<file path="config.mk">
export PLATFORM = sky130hd
export DESIGN_NAME = nf10_1g_rx_arbiter
export DESIGN_NICKNAME = d
export VERILOG_FILES = /design/src/rtl/nf10_1g_rx_arbiter.sv
export SDC_FILE = /design/constraint.sdc
export NUM_CORES = 1
export LEC_CHECK = 0
export BUFFER_PORTS_ARGS = -buffer_cell sky130_fd_sc_hd__clkbuf_2
export CAP_MARGIN = 10
export CORE_MARGIN = 2
export CORE_UTILIZATION = 45
export DETAILED_ROUTE_END_ITERATION = 10
export GPL_ROUTABILITY_DRIVEN = 0
export PLACE_DENSITY = 0.81
export SETUP_SLACK_MARGIN = 0.02
export SYNTH_ARGS = -nofsm -noshare
export SYNTH_HDL_FRONTEND = slang
export SYNTH_SLANG_ARGS = --single-unit
</file>
<file path="constraint.sdc">
create_clock -name axi_aclk -period 6 [get_ports axi_aclk]
set_input_delay 0.9 -clock axi_aclk [delete_from_list [all_inputs] [get_ports axi_aclk]]
set_output_delay 0.9 -clock axi_aclk [all_outputs]
set_load 0.02 [all_outputs]
</file>
<file path="src/rtl/nf10_1g_rx_arbiter.sv">
// nf10_1g_rx_arbiter: packet-granular round-robin merge of the two 1G rx AXI-Stream ports,
// tagging each packet with its source port and keeping per-port packet/error counters.
module nf10_1g_rx_arbiter #(
    parameter int C_DATA_WIDTH = 8,
    parameter int C_CNT_WIDTH  = 32
) (
    input  logic                      axi_aclk,
    input  logic                      axi_resetn,
    input  logic [C_DATA_WIDTH-1:0]   s_axis_tdata_0,
    input  logic [C_DATA_WIDTH/8-1:0] s_axis_tstrb_0,
    input  logic                      s_axis_tvalid_0,
    output logic                      s_axis_tready_0,
    input  logic                      s_axis_tlast_0,
    input  logic                      s_axis_err_tvalid_0,
    input  logic [C_DATA_WIDTH-1:0]   s_axis_tdata_1,
    input  logic [C_DATA_WIDTH/8-1:0] s_axis_tstrb_1,
    input  logic                      s_axis_tvalid_1,
    output logic                      s_axis_tready_1,
    input  logic                      s_axis_tlast_1,
    input  logic                      s_axis_err_tvalid_1,
    output logic [C_DATA_WIDTH-1:0]   m_axis_tdata,
    output logic [C_DATA_WIDTH/8-1:0] m_axis_tstrb,
    output logic                      m_axis_tvalid,
    input  logic                      m_axis_tready,
    output logic                      m_axis_tlast,
    output logic                      m_axis_tuser,
    output logic                      m_axis_err_tvalid,
    output logic [C_CNT_WIDTH-1:0]    pkt_cnt_0,
    output logic [C_CNT_WIDTH-1:0]    pkt_cnt_1,
    output logic [C_CNT_WIDTH-1:0]    err_cnt_0,
    output logic [C_CNT_WIDTH-1:0]    err_cnt_1
);
    typedef enum logic {IDLE, SEND} state_t;

    state_t                 r_state, w_state_nxt;
    logic                   r_grant, w_grant_nxt;
    logic                   r_last;
    logic [C_CNT_WIDTH-1:0] r_pkt_cnt_0, r_pkt_cnt_1, r_err_cnt_0, r_err_cnt_1;
    logic                   w_send, w_valid, w_tlast, w_err, w_eop;

    assign w_send  = r_state == SEND;
    assign w_valid = r_grant ? s_axis_tvalid_1 : s_axis_tvalid_0;
    assign w_tlast = r_grant ? s_axis_tlast_1 : s_axis_tlast_0;
    assign w_err   = r_grant ? s_axis_err_tvalid_1 : s_axis_err_tvalid_0;
    assign w_eop   = w_send & w_valid & m_axis_tready & w_tlast;

    // On a tie the port not served most recently wins
    always_comb begin
        w_state_nxt = r_state;
        w_grant_nxt = r_grant;
        if (!w_send) begin
            if (s_axis_tvalid_0 | s_axis_tvalid_1) begin
                w_state_nxt = SEND;
                w_grant_nxt = (s_axis_tvalid_0 & s_axis_tvalid_1) ? ~r_last : s_axis_tvalid_1;
            end
        end else if (w_eop) begin
            w_state_nxt = IDLE;
        end
    end

    always_ff @(posedge axi_aclk) begin
        if (!axi_resetn) begin
            r_state <= IDLE;
            r_grant <= 1'b0;
            r_last  <= 1'b1;
        end else begin
            r_state <= w_state_nxt;
            r_grant <= w_grant_nxt;
            if (w_eop)
                r_last <= r_grant;
        end
    end

    always_ff @(posedge axi_aclk) begin
        if (!axi_resetn) begin
            r_pkt_cnt_0 <= '0;
            r_pkt_cnt_1 <= '0;
            r_err_cnt_0 <= '0;
            r_err_cnt_1 <= '0;
        end else if (w_eop) begin
            if (r_grant) begin
                r_pkt_cnt_1 <= r_pkt_cnt_1 + C_CNT_WIDTH'(1);
                if (w_err)
                    r_err_cnt_1 <= r_err_cnt_1 + C_CNT_WIDTH'(1);
            end else begin
                r_pkt_cnt_0 <= r_pkt_cnt_0 + C_CNT_WIDTH'(1);
                if (w_err)
                    r_err_cnt_0 <= r_err_cnt_0 + C_CNT_WIDTH'(1);
            end
        end
    end

    // Everything reads zero while IDLE so nothing leaks out between packets
    assign m_axis_tdata      = !w_send ? '0 : r_grant ? s_axis_tdata_1 : s_axis_tdata_0;
    assign m_axis_tstrb      = !w_send ? '0 : r_grant ? s_axis_tstrb_1 : s_axis_tstrb_0;
    assign m_axis_tvalid     = w_send & w_valid;
    assign m_axis_tlast      = w_send & w_tlast;
    assign m_axis_err_tvalid = w_send & w_err;
    assign m_axis_tuser      = w_send & r_grant;
    assign s_axis_tready_0   = w_send & ~r_grant & m_axis_tready;
    assign s_axis_tready_1   = w_send & r_grant & m_axis_tready;
    assign pkt_cnt_0         = r_pkt_cnt_0;
    assign pkt_cnt_1         = r_pkt_cnt_1;
    assign err_cnt_0         = r_err_cnt_0;
    assign err_cnt_1         = r_err_cnt_1;
endmodule

</file>
# Yosys cells after proc, flatten, opt, wreduce, memory -nomap -nowiden
# Cells that the tools add are included.
[op_classes] eq_ne=0 div_mod_pow=0 n_reduce_logical=5 n_lt_le_gt_ge=0 bitwise_logic=14 mux=11 multipliers=0 shifts=0 n_addsub=4
[op_table] op="32-bit by 1-bit adder with 32-bit output (second input constant)" count=4
[op_table] op="8-bit two-way mux" count=2
[op_table] op="1-bit AND" count=10
[op_table] op="1-bit two-way mux" count=9
[op_table] op="2-bit AND reduction" count=3
[op_table] op="3-bit AND reduction" count=2
[op_table] op="1-bit NOT" count=3
[op_table] op="1-bit OR" count=1
[totals] ram_bits=0 reg_bits=131 latch_bits=0 inputBits=27 output_inout_bits=143 mem_bits_ro=0 mem_count=0

# Logic depth before layout (Yosys ltp)
# Gate-level depths: netlist of the first run.
[depth] ltp_word=6 mapped_depth=8

# Worst setup path before layout of the first run
# OpenSTA, ideal clock, no wires.
[synth_timing] path_kind="input to register" from="input s_axis_tvalid_1" to="register r_err_cnt_1[26], in the netlist err_cnt_1[26]" setup_slack_ps=3342 required_ps=5930 n_path_buf=3 setup_time_ps=70 path_stages=8 arrival_ps=2588 path_cell_list="buf_4 nand3_1 or3_1 buf_2 or4_1 buf_2 or3_1 a21oi_1"
[synth_between] elab_chain_len=5
[synth_rtl] element="from (decl)" line="17" source="input logic s_axis_tvalid_1,"
[synth_rtl] element="1-bit two-way mux" line="42" source="assign w_valid = r_grant ? s_axis_tvalid_1 : s_axis_tvalid_0;"
[synth_rtl] element="1-bit AND (3 in a row)" line="45" source="assign w_eop = w_send & w_valid & m_axis_tready & w_tlast;"
[synth_rtl] element="3-bit AND reduction (no line)"
[synth_rtl] element="to (signal assigned)" line="84" source="r_err_cnt_1 <= r_err_cnt_1 + C_CNT_WIDTH'(1);"
[synth_rtl] element="to (decl)" line="38" source="logic [C_CNT_WIDTH-1:0] r_pkt_cnt_0, r_pkt_cnt_1, r_err_cnt_0, r_err_cnt_1;"
# Every way passes these cells.
# A chain may end at the register's enable or synchronous reset.

# Final worst setup path of the first run
[layout_timing] from="register r_grant" to="output s_axis_tready_1"
[layout_between] elab_chain_len=2
[layout_rtl] element="from (decl)" line="36" source="logic r_grant, w_grant_nxt;"
[layout_rtl] element="from (signal assigned)" line="68" source="r_grant <= w_grant_nxt;"
[layout_rtl] element="1-bit AND (2 in a row)" line="101" source="assign s_axis_tready_1 = w_send & r_grant & m_axis_tready;"
[layout_rtl] element="to (decl)" line="18" source="output logic s_axis_tready_1,"
# Every way passes these cells.

==> flow_summary.html, run 1 <==
<table>
<tr><th>Metric</th><th>Value</th></tr>
<tr><th colspan="2">STA</th></tr>
<tr><td>Worst Max-Slew Pin Slew</td><td>1060 ps</td></tr>
<tr><td>Final count of hold timing violations</td><td>0</td></tr>
<tr><td>Final worst-path cycle share</td><td>51.2%</td></tr>
<tr><td>Final setup margin</td><td>2930 ps</td></tr>
<tr><td>Peak Freq</td><td>326 MHz</td></tr>
<tr><td>Final setup fails</td><td>0</td></tr>
<tr><td>Time the final worst path needs with I/O delays and setup</td><td>3070 ps</td></tr>
<tr><td>RSZ-0062 raised after global routing</td><td>no</td></tr>
<tr><td>Worst slew margin relative to its limit</td><td>29.5%</td></tr>
<tr><td>Final-report max-slew violation count</td><td>0</td></tr>
<tr><td>Final sum of negative setup slack</td><td>0 ps</td></tr>
<tr><td>Final Skew</td><td>12.0 ps</td></tr>
<tr><th colspan="2">Logic synthesis</th></tr>
<tr><td>Share of Yosys cell area claimed by the top area cell type</td><td>42.7%</td></tr>
<tr><td>Largest cells by area after synthesis</td><td>sky130_fd_sc_hd__dfxtp_1 (43%), sky130_fd_sc_hd__xor2_1 (8.1%), sky130_fd_sc_hd__nor2_1 (7.0%)</td></tr>
<tr><td>Total number of yosys warnings</td><td>0</td></tr>
<tr><td>Leading cell types by count after synthesis</td><td>sky130_fd_sc_hd__dfxtp_1 (131), sky130_fd_sc_hd__nor2_1 (114), sky130_fd_sc_hd__xor2_1 (57)</td></tr>
<tr><td>Largest area contributor in the netlist</td><td>sky130_fd_sc_hd__dfxtp_1</td></tr>
<tr><td>Count of different cell masters after synthesis</td><td>37</td></tr>
<tr><td>Syn Area/Cell</td><td>8.36 µm²</td></tr>
<tr><td>Share of the yosys chip area belonging to registers</td><td>42.7%</td></tr>
<tr><td>Number of enable-type register cells in the synthesized netlist</td><td>0</td></tr>
<tr><td>Leading register cell type out of synthesis</td><td>sky130_fd_sc_hd__dfxtp_1</td></tr>
<tr><td>Register bit total from synthesis</td><td>131</td></tr>
<tr><td>Net count after synthesis</td><td>765</td></tr>
<tr><td>Cell with the most instances after synthesis</td><td>sky130_fd_sc_hd__dfxtp_1</td></tr>
<tr><td>Gate count of the mapped netlist</td><td>734</td></tr>
<tr><td>Asr flop ratio synth</td><td>0%</td></tr>
<tr><td>Syn Std Cell Area</td><td>6130 µm²</td></tr>
<tr><th colspan="2">Setup path</th></tr>
<tr><td>Crit Path Category</td><td>register to output pin</td></tr>
<tr><td>Critical Path Sink Type</td><td>output pin</td></tr>
<tr><td>Startpoint Class</td><td>register</td></tr>
<tr><td>Count of cells along the worst register-to-register path</td><td>5</td></tr>
<tr><td>Register-to-register setup slack</td><td>2970 ps</td></tr>
<tr><td>WP data required</td><td>5100 ps</td></tr>
<tr><td>Worst Setup SP</td><td>r_grant$_SDFFE_PN0P_</td></tr>
<tr><td>FF-to-FF Start</td><td>r_grant$_SDFFE_PN0P_</td></tr>
<tr><td>Critical register-to-register path endpoint</td><td>pkt_cnt_1[30]$_SDFFE_PN0P_</td></tr>
<tr><td>Arrival time of data at the critical path endpoint</td><td>2170 ps</td></tr>
<tr><td>Maximum fanout along the worst path</td><td>20</td></tr>
<tr><th colspan="2">Finish</th></tr>
<tr><td>Core Util, Final</td><td>58.1%</td></tr>
<tr><td>Multi-input combinational cell area</td><td>3320 µm²</td></tr>
<tr><td>Syn-to-layout area delta</td><td>26.0%</td></tr>
<tr><td>Sequential standard cell area</td><td>2620 µm²</td></tr>
<tr><td>Share of layout cells above drive strength 1</td><td>23.4%</td></tr>
<tr><td>Fill cell instance count of the final layout</td><td>1216</td></tr>
<tr><td>Antenna fix cells</td><td>0</td></tr>
<tr><td>Count of nets after finishing</td><td>923</td></tr>
<tr><th colspan="2">Place</th></tr>
<tr><td>Number of input and output port buffers inserted</td><td>169</td></tr>
<tr><td>Detailed-placement wirelength estimate</td><td>10700 µm</td></tr>
<tr><td>Place WS</td><td>2920 ps</td></tr>
<tr><th colspan="2">Drt</th></tr>
<tr><td>Wire length on met1</td><td>6870 µm</td></tr>
<tr><td>Routed met3 length</td><td>872 µm</td></tr>
<tr><td>Detailed Route Iter0 Violations</td><td>489</td></tr>
<tr><td>Remaining antenna violation count</td><td>0</td></tr>
<tr><td>Ratio of routed vias to standard cells</td><td>5.34</td></tr>
<tr><td>Length of the first detailed-routing pass in iterations</td><td>5</td></tr>
<tr><td>Uppermost metal layer occupied by signal nets</td><td>met4</td></tr>
<tr><td>Metal2 WL</td><td>7220 µm</td></tr>
<tr><td>Number of vias after detailed routing</td><td>5772</td></tr>
<tr><td>Post-detailed-routing wire length</td><td>15300 µm</td></tr>
<tr><td>DRC violations left</td><td>0</td></tr>
<tr><td>Avg WL per Cell</td><td>14.1 µm</td></tr>
<tr><th colspan="2">Power and ir drop</th></tr>
<tr><td>Pwr Total</td><td>2.05 mW</td></tr>
<tr><td>Peak supply drop</td><td>0.000184 V</td></tr>
<tr><td>Leakage dissipation</td><td>3.05 nW</td></tr>
<tr><td>Power Dens Cells</td><td>266 nW/µm²</td></tr>
<tr><th colspan="2">Clock network</th></tr>
<tr><td>CTS Root Cell</td><td>sky130_fd_sc_hd__clkbuf_16</td></tr>
<tr><td>Clock sink count</td><td>131</td></tr>
<tr><td>Largest buffer count on any clock path</td><td>2</td></tr>
<tr><td>Cts hold-fix bufs</td><td>0</td></tr>
<tr><td>Post-CTS Repair Setup Buffers</td><td>0</td></tr>
<tr><td>Clock latency reported for the late side of the worst-skew pair</td><td>420 ps</td></tr>
<tr><td>Total of cells resized after clock tree synthesis</td><td>0</td></tr>
<tr><td>Number of buffers inserted during clock tree synthesis</td><td>17</td></tr>
<tr><td>Level count of the clock H-tree</td><td>4</td></tr>
<tr><td>Clock edge transition at the registers on the reported setup and hold paths</td><td>60 ps</td></tr>
<tr><td>CTS tree</td><td>done</td></tr>
<tr><th colspan="2">Global route</th></tr>
<tr><td>Number of global-route vias before repair</td><td>5252</td></tr>
<tr><td>First-pass GRT wire length</td><td>25200 µm</td></tr>
<tr><td>Initial antenna violation count</td><td>0</td></tr>
<tr><td>GRT Util Overall</td><td>21.3%</td></tr>
<tr><td>Maximum number of pins on one net before global-route repair</td><td>81</td></tr>
<tr><td>Total global routing overflow</td><td>0</td></tr>
<tr><th colspan="2">Floorplan</th></tr>
<tr><td>Die Footprint</td><td>14600 µm²</td></tr>
<tr><td>Floorplan Core Area</td><td>13300 µm²</td></tr>
<tr><td>Die X</td><td>121 µm</td></tr>
<tr><td>Initial Util</td><td>46.1%</td></tr>
<tr><td>Row count</td><td>42</td></tr>
<tr><td>Die Height</td><td>121 µm</td></tr>
<tr><td>IO Count</td><td>170</td></tr>
<tr><th colspan="2">Outcome</th></tr>
<tr><td>Outcome</td><td>finished, final reports clean</td></tr>
<tr><th colspan="2">Hold path</th></tr>
<tr><td>Launch instance of the worst min-delay path</td><td>r_last$_SDFFE_PN1N_</td></tr>
<tr><td>Class of the most critical hold timing path</td><td>register to register</td></tr>
<tr><td>Worst hold endpoint</td><td>r_last$_SDFFE_PN1N_</td></tr>
<tr><td>Worst hold path cell count</td><td>1</td></tr>
<tr><th colspan="2">Job</th></tr>
<tr><td>Max-cap viol count</td><td>0</td></tr>
</table>
-- registers in the layout (all words and copies together), names as in the netlist --
name and flops:
pkt_cnt_1 32, r_last 1, r_grant 1, pkt_cnt_0 32
err_cnt_1 32, r_state 1, err_cnt_0 32
-- worst max-delay path by stage --
stage	endpoint	slack [ps]	cells past startpoint
final	s_axis_tready_1	2930	3
after detailed placement	err_cnt_1[26]$_SDFFE_PN0P_	2920	6
after floorplan	err_cnt_1[26]$_SDFFE_PN0P_	3340	8
after global routing	pkt_cnt_1[30]$_SDFFE_PN0P_	2750	5
after CTS	s_axis_tready_1	2910	3
after global placement	err_cnt_1[30]$_SDFFE_PN0P_	2990	6
-- worst max-delay path, stage by stage (launching register included) --
cell and delay, ps:
sky130_fd_sc_hd__dfxtp_1 970, sky130_fd_sc_hd__nand3_2 430, sky130_fd_sc_hd__inv_2 170, sky130_fd_sc_hd__clkbuf_2 190
-- routing by layer --
layer / track usage, % / up-vias
met3: 6.37 / 24
met1: 27.0 / 2713
li1: - / 2881
met4: 8.14 / 0
met2: 34.2 / 154
met5: 0 / -
-- report_power, final --
part           switching, mW  internal, mW  total, mW
registers            0.00670         0.872      0.879
logic                 0.0408        0.0217     0.0625
clock network          0.375         0.737       1.11
total                  0.423          1.63       2.05
-- cell families (layout without fill, tap and decap cells) --
family                     Yosys count  after routing  share of synthesized area (%)
DFF                                131            131                           42.7
buffers and inverters               49            220                           3.20
adders and majority gates            4              4                          0.816
AOI/OAI and AO/OA                   57             57                           4.98
muxes                               13             13                           2.12
and+or+nand+nor                    380            380                           31.9
xor gates and xnor gates           100            100                           14.3
-- final cells by class --
cell class                 count  area share [%]
sequential                   131            33.9
clock inverter                 9            1.94
multi-input combinational    554            42.9
inverter                      15           0.745
timing repair buffer         173            11.3
clock buffer                  23            6.31
tap                          176            2.85
-- per-stage QoR --
step | hold slack [ps] | instance area [µm²] | cells
floorplan | 436 | 6130 | 734
global route | 478 | 7730 | 1081
global placement | 450 | 7090 | 1049
detailed placement | 453 | 7090 | 1049
finish | 465 | 7730 | 1081
CTS | 467 | 7730 | 1081
-- layout by cell type (no fill, tap or decap), drive strengths merged, types with 8 or more instances in the layout --
cell | synthesis | final
and2 | 8 | 8
nor2 | 114 | 114
xnor2 | 43 | 43
and3 | 22 | 22
nand4 | 44 | 44
inv | 15 | 14
o21ai | 23 | 23
nor2b | 13 | 13
dfxtp | 131 | 131
xor2 | 57 | 57
nor4 | 22 | 22
clkbuf | 26 | 192
mux2i | 13 | 13
and4 | 12 | 12
nand3 | 51 | 51
nor3 | 15 | 15
or3 | 22 | 22
nand2 | 49 | 49
a21oi | 28 | 28
No activity file was read; power rests on OpenSTA's default activity.
==> run 2: changes to the inputs <==
- PLACE_DENSITY: 0.81 -> 0.84
- clock period: 6 -> 2.5 ns (I/O delays scaled with it)
==> run 2 against run 1 <==
Effect of this change:
- largest cell class unchanged
- final cell count rose by 1.3%
- critical path depth rose by 3
- register-to-register slack got worse by 2700 ps
- total power rose by 120%
- global-route usage barely moved
- critical endpoint is now err_cnt_1[28]$_SDFFE_PN0P_
- cell area rose by 0.76%
- utilization rose by 0.44 points
- sequential share of layout area fell by 0.26 points
- clock-buffer cell count rose by 1
==> flow_summary.html, run 2 (same netlist as run 1, synthesis figures left out) <==
<table>
<tr><th>Metric</th><th>Value</th></tr>
<tr><th colspan="2">Outcome</th></tr>
<tr><td>Outcome</td><td>finished, final reports clean (unchanged)</td></tr>
<tr><th colspan="2">Clock network</th></tr>
<tr><td>Clock latency reported for the late side of the worst-skew pair</td><td>410 ps (was 420 ps)</td></tr>
<tr><td>Total of cells resized after clock tree synthesis</td><td>0 (unchanged)</td></tr>
<tr><td>Cts hold-fix bufs</td><td>0 (unchanged)</td></tr>
<tr><td>Clock edge transition at the registers on the reported setup and hold paths</td><td>50 ps (was 60 ps)</td></tr>
<tr><td>Level count of the clock H-tree</td><td>4 (unchanged)</td></tr>
<tr><td>Post-CTS Repair Setup Buffers</td><td>0 (unchanged)</td></tr>
<tr><td>Clock sink count</td><td>131 (unchanged)</td></tr>
<tr><td>Largest buffer count on any clock path</td><td>2 (unchanged)</td></tr>
<tr><td>Number of buffers inserted during clock tree synthesis</td><td>17 (unchanged)</td></tr>
<tr><td>CTS tree</td><td>done (unchanged)</td></tr>
<tr><td>CTS Root Cell</td><td>sky130_fd_sc_hd__clkbuf_16 (unchanged)</td></tr>
<tr><th colspan="2">Global route</th></tr>
<tr><td>Total global routing overflow</td><td>0 (unchanged)</td></tr>
<tr><td>Number of global-route vias before repair</td><td>5182 (was 5252)</td></tr>
<tr><td>Maximum number of pins on one net before global-route repair</td><td>60 (was 81)</td></tr>
<tr><td>GRT Util Overall</td><td>21.3% (about the same)</td></tr>
<tr><td>Initial antenna violation count</td><td>0 (unchanged)</td></tr>
<tr><td>First-pass GRT wire length</td><td>25100 µm (was 25200 µm)</td></tr>
<tr><th colspan="2">Hold path</th></tr>
<tr><td>Launch instance of the worst min-delay path</td><td>s_axis_err_tvalid_0 (was r_last$_SDFFE_PN1N_)</td></tr>
<tr><td>Class of the most critical hold timing path</td><td>input pin to register (was register to register)</td></tr>
<tr><th colspan="2">Place</th></tr>
<tr><td>Detailed-placement wirelength estimate</td><td>11100 µm (was 10700 µm)</td></tr>
<tr><td>Place WS</td><td>271 ps (was 2920 ps)</td></tr>
<tr><td>Number of input and output port buffers inserted</td><td>169 (unchanged)</td></tr>
<tr><th colspan="2">Setup path</th></tr>
<tr><td>Worst Setup SP</td><td>err_cnt_1[0]$_SDFFE_PN0P_ (was r_grant$_SDFFE_PN0P_)</td></tr>
<tr><td>Startpoint Class</td><td>register (unchanged)</td></tr>
<tr><td>WP data required</td><td>2840 ps (was 5100 ps)</td></tr>
<tr><td>Maximum single-stage delay on the critical path</td><td>600 ps (was 970 ps)</td></tr>
<tr><td>Crit Path Category</td><td>register to register (was register to output pin)</td></tr>
<tr><td>Maximum fanout along the worst path</td><td>7 (was 20)</td></tr>
<tr><td>Arrival time of data at the critical path endpoint</td><td>2540 ps (was 2170 ps)</td></tr>
<tr><td>Chain of cells forming the critical path</td><td>ha_1, nand3_1, or3_1, or4_1, or3_1, a21oi_1 (was nand3_2, inv_2, clkbuf_2)</td></tr>
<tr><td>Library cell contributing the largest single delay on the critical path</td><td>sky130_fd_sc_hd__or4_1 (was sky130_fd_sc_hd__dfxtp_1)</td></tr>
<tr><td>FF-to-FF Start</td><td>err_cnt_1[0]$_SDFFE_PN0P_ (was r_grant$_SDFFE_PN0P_)</td></tr>
<tr><td>Critical Path Sink Type</td><td>register (was output pin)</td></tr>
<tr><td>Most numerous cell on the critical path</td><td>sky130_fd_sc_hd__or3_1</td></tr>
<tr><th colspan="2">STA</th></tr>
<tr><td>Peak Freq</td><td>456 MHz</td></tr>
<tr><td>Final count of hold timing violations</td><td>0 (unchanged)</td></tr>
<tr><td>Final sum of negative setup slack</td><td>0 ps (unchanged)</td></tr>
<tr><td>Final-report max-slew violation count</td><td>0 (unchanged)</td></tr>
<tr><td>Final setup fails</td><td>0 (unchanged)</td></tr>
<tr><td>Final setup margin</td><td>306 ps (was 2930 ps)</td></tr>
<tr><td>Final Hold Slack</td><td>273 ps (was 465 ps)</td></tr>
<tr><td>Worst slew margin relative to its limit</td><td>52.1% (was 29.5%)</td></tr>
<tr><td>Time the final worst path needs with I/O delays and setup</td><td>2190 ps</td></tr>
<tr><td>Final Skew</td><td>7.74 ps (was 12.0 ps)</td></tr>
<tr><td>Worst Max-Slew Pin Slew</td><td>714 ps (was 1060 ps)</td></tr>
<tr><td>RSZ-0062 raised after global routing</td><td>no (unchanged)</td></tr>
<tr><td>Final worst-path cycle share</td><td>87.7%</td></tr>
<tr><th colspan="2">Finish</th></tr>
<tr><td>Multi-input combinational cell area</td><td>3320 µm² (unchanged)</td></tr>
<tr><td>Fill cell instance count of the final layout</td><td>1218 (was 1216)</td></tr>
<tr><td>Sequential standard cell area</td><td>2620 µm² (unchanged)</td></tr>
<tr><td>Share of layout cells above drive strength 1</td><td>24.5% (was 23.4%)</td></tr>
<tr><td>Antenna fix cells</td><td>0 (unchanged)</td></tr>
<tr><td>Commonest non-fill, non-tap cell in the layout</td><td>sky130_fd_sc_hd__clkbuf_2 (unchanged)</td></tr>
<tr><td>Count of nets after finishing</td><td>940 (was 923)</td></tr>
<tr><td>Most frequent cells in the layout</td><td>sky130_fd_sc_hd__clkbuf_2 (169), sky130_fd_sc_hd__dfxtp_1 (131), sky130_fd_sc_hd__nor2_1 (114) (unchanged)</td></tr>
<tr><td>Syn-to-layout area delta</td><td>27.0% (was 26.0%)</td></tr>
<tr><th colspan="2">Floorplan</th></tr>
<tr><td>Initial Util</td><td>46.1% (unchanged)</td></tr>
<tr><td>IO Count</td><td>170 (unchanged)</td></tr>
<tr><td>Floorplan Core Area</td><td>13300 µm² (unchanged)</td></tr>
<tr><td>Row count</td><td>42 (unchanged)</td></tr>
<tr><td>Die Height</td><td>121 µm (unchanged)</td></tr>
<tr><td>Die Footprint</td><td>14600 µm² (unchanged)</td></tr>
<tr><td>Die X</td><td>121 µm (unchanged)</td></tr>
<tr><th colspan="2">Drt</th></tr>
<tr><td>Ratio of routed vias to standard cells</td><td>5.20 (was 5.34)</td></tr>
<tr><td>Number of vias after detailed routing</td><td>5696 (was 5772)</td></tr>
<tr><td>DRC violations left</td><td>0 (unchanged)</td></tr>
<tr><td>Avg WL per Cell</td><td>13.8 µm (was 14.1 µm)</td></tr>
<tr><td>Post-detailed-routing wire length</td><td>15100 µm (was 15300 µm)</td></tr>
<tr><td>Remaining antenna violation count</td><td>0 (unchanged)</td></tr>
<tr><td>Detailed Route Iter0 Violations</td><td>270 (was 489)</td></tr>
<tr><td>Length of the first detailed-routing pass in iterations</td><td>5 (unchanged)</td></tr>
<tr><th colspan="2">Power and ir drop</th></tr>
<tr><td>Peak supply drop</td><td>0.000322 V (was 0.000184 V)</td></tr>
<tr><td>Leakage dissipation</td><td>3.10 nW (was 3.05 nW)</td></tr>
<tr><td>Power Dens Cells</td><td>587 nW/µm² (was 266 nW/µm²)</td></tr>
<tr><th colspan="2">Job</th></tr>
<tr><td>Max-cap viol count</td><td>0 (unchanged)</td></tr>
</table>
==> run 2: cell types whose count changed in the layout (fill, tap and decap cells not counted), sizes merged <==
cell      change
clkinvlp      -1
buf          +17
bufinv        -3
clkbuf        +1
==> run 2: per-stage QoR <==
step           std cells  cell area, µm²  total power [mW]  util (%)
5_1_grt             1095            7790              4.74      58.6
2_1_floorplan        734            6130              2.25         -
6_report            1095            7790              4.57      58.6
3_3_place_gp        1066            7240              2.32      54.5
4_1_cts             1095            7790              4.62      58.6
3_5_place_dp        1066            7240              2.32      54.5
==> run 2: layer usage <==
metal	GRT usage [%]	share of wire [%]	wire length, µm	vias up
li1	-	-	-	2904
met1	27.4	46	6930	2618
met2	34.0	47	7080	156
met3	5.71	5.7	854	18
met4	8.14	1.6	242	0
met5	0	0	0	-
==> run 2: final cells by class <==
type / instances / area share, %
Clock buffer: 24 / 6.31
Multi-Input combinational cell: 554 / 42.6
Sequential cell: 131 / 33.7
Clock inverter: 5 / 0.675
Tap cell: 176 / 2.83
Inverter: 15 / 0.739
Timing Repair Buffer: 190 / 13.2
==> run 2: critical path, delay by kind of cell, from the launching register on <==
kind / cells / cell delay, ps
flops: 1 / 370
simple gates: 4 / 1440
fa+ha+maj: 1 / 180
compound gates: 1 / 140
==> run 2: where the power goes <==
group	switching, mW	internal, mW	leakage, nW
Combinational	0.110	0.0631	1.78
Clock	0.853	1.45	0.268
Sequential	0.00581	2.09	1.06
Total	0.969	3.61	3.10
==> run 2: final timing paths <==
check	to	slack, ps	cells after the start
worst min register to register	r_last$_SDFFE_PN1N_	460	1
worst max-delay path	err_cnt_1[28]$_SDFFE_PN0P_	310	6
worst min-delay path	err_cnt_0[1]$_SDFFE_PN0P_	270	3
worst max register to register	err_cnt_1[28]$_SDFFE_PN0P_	310	6
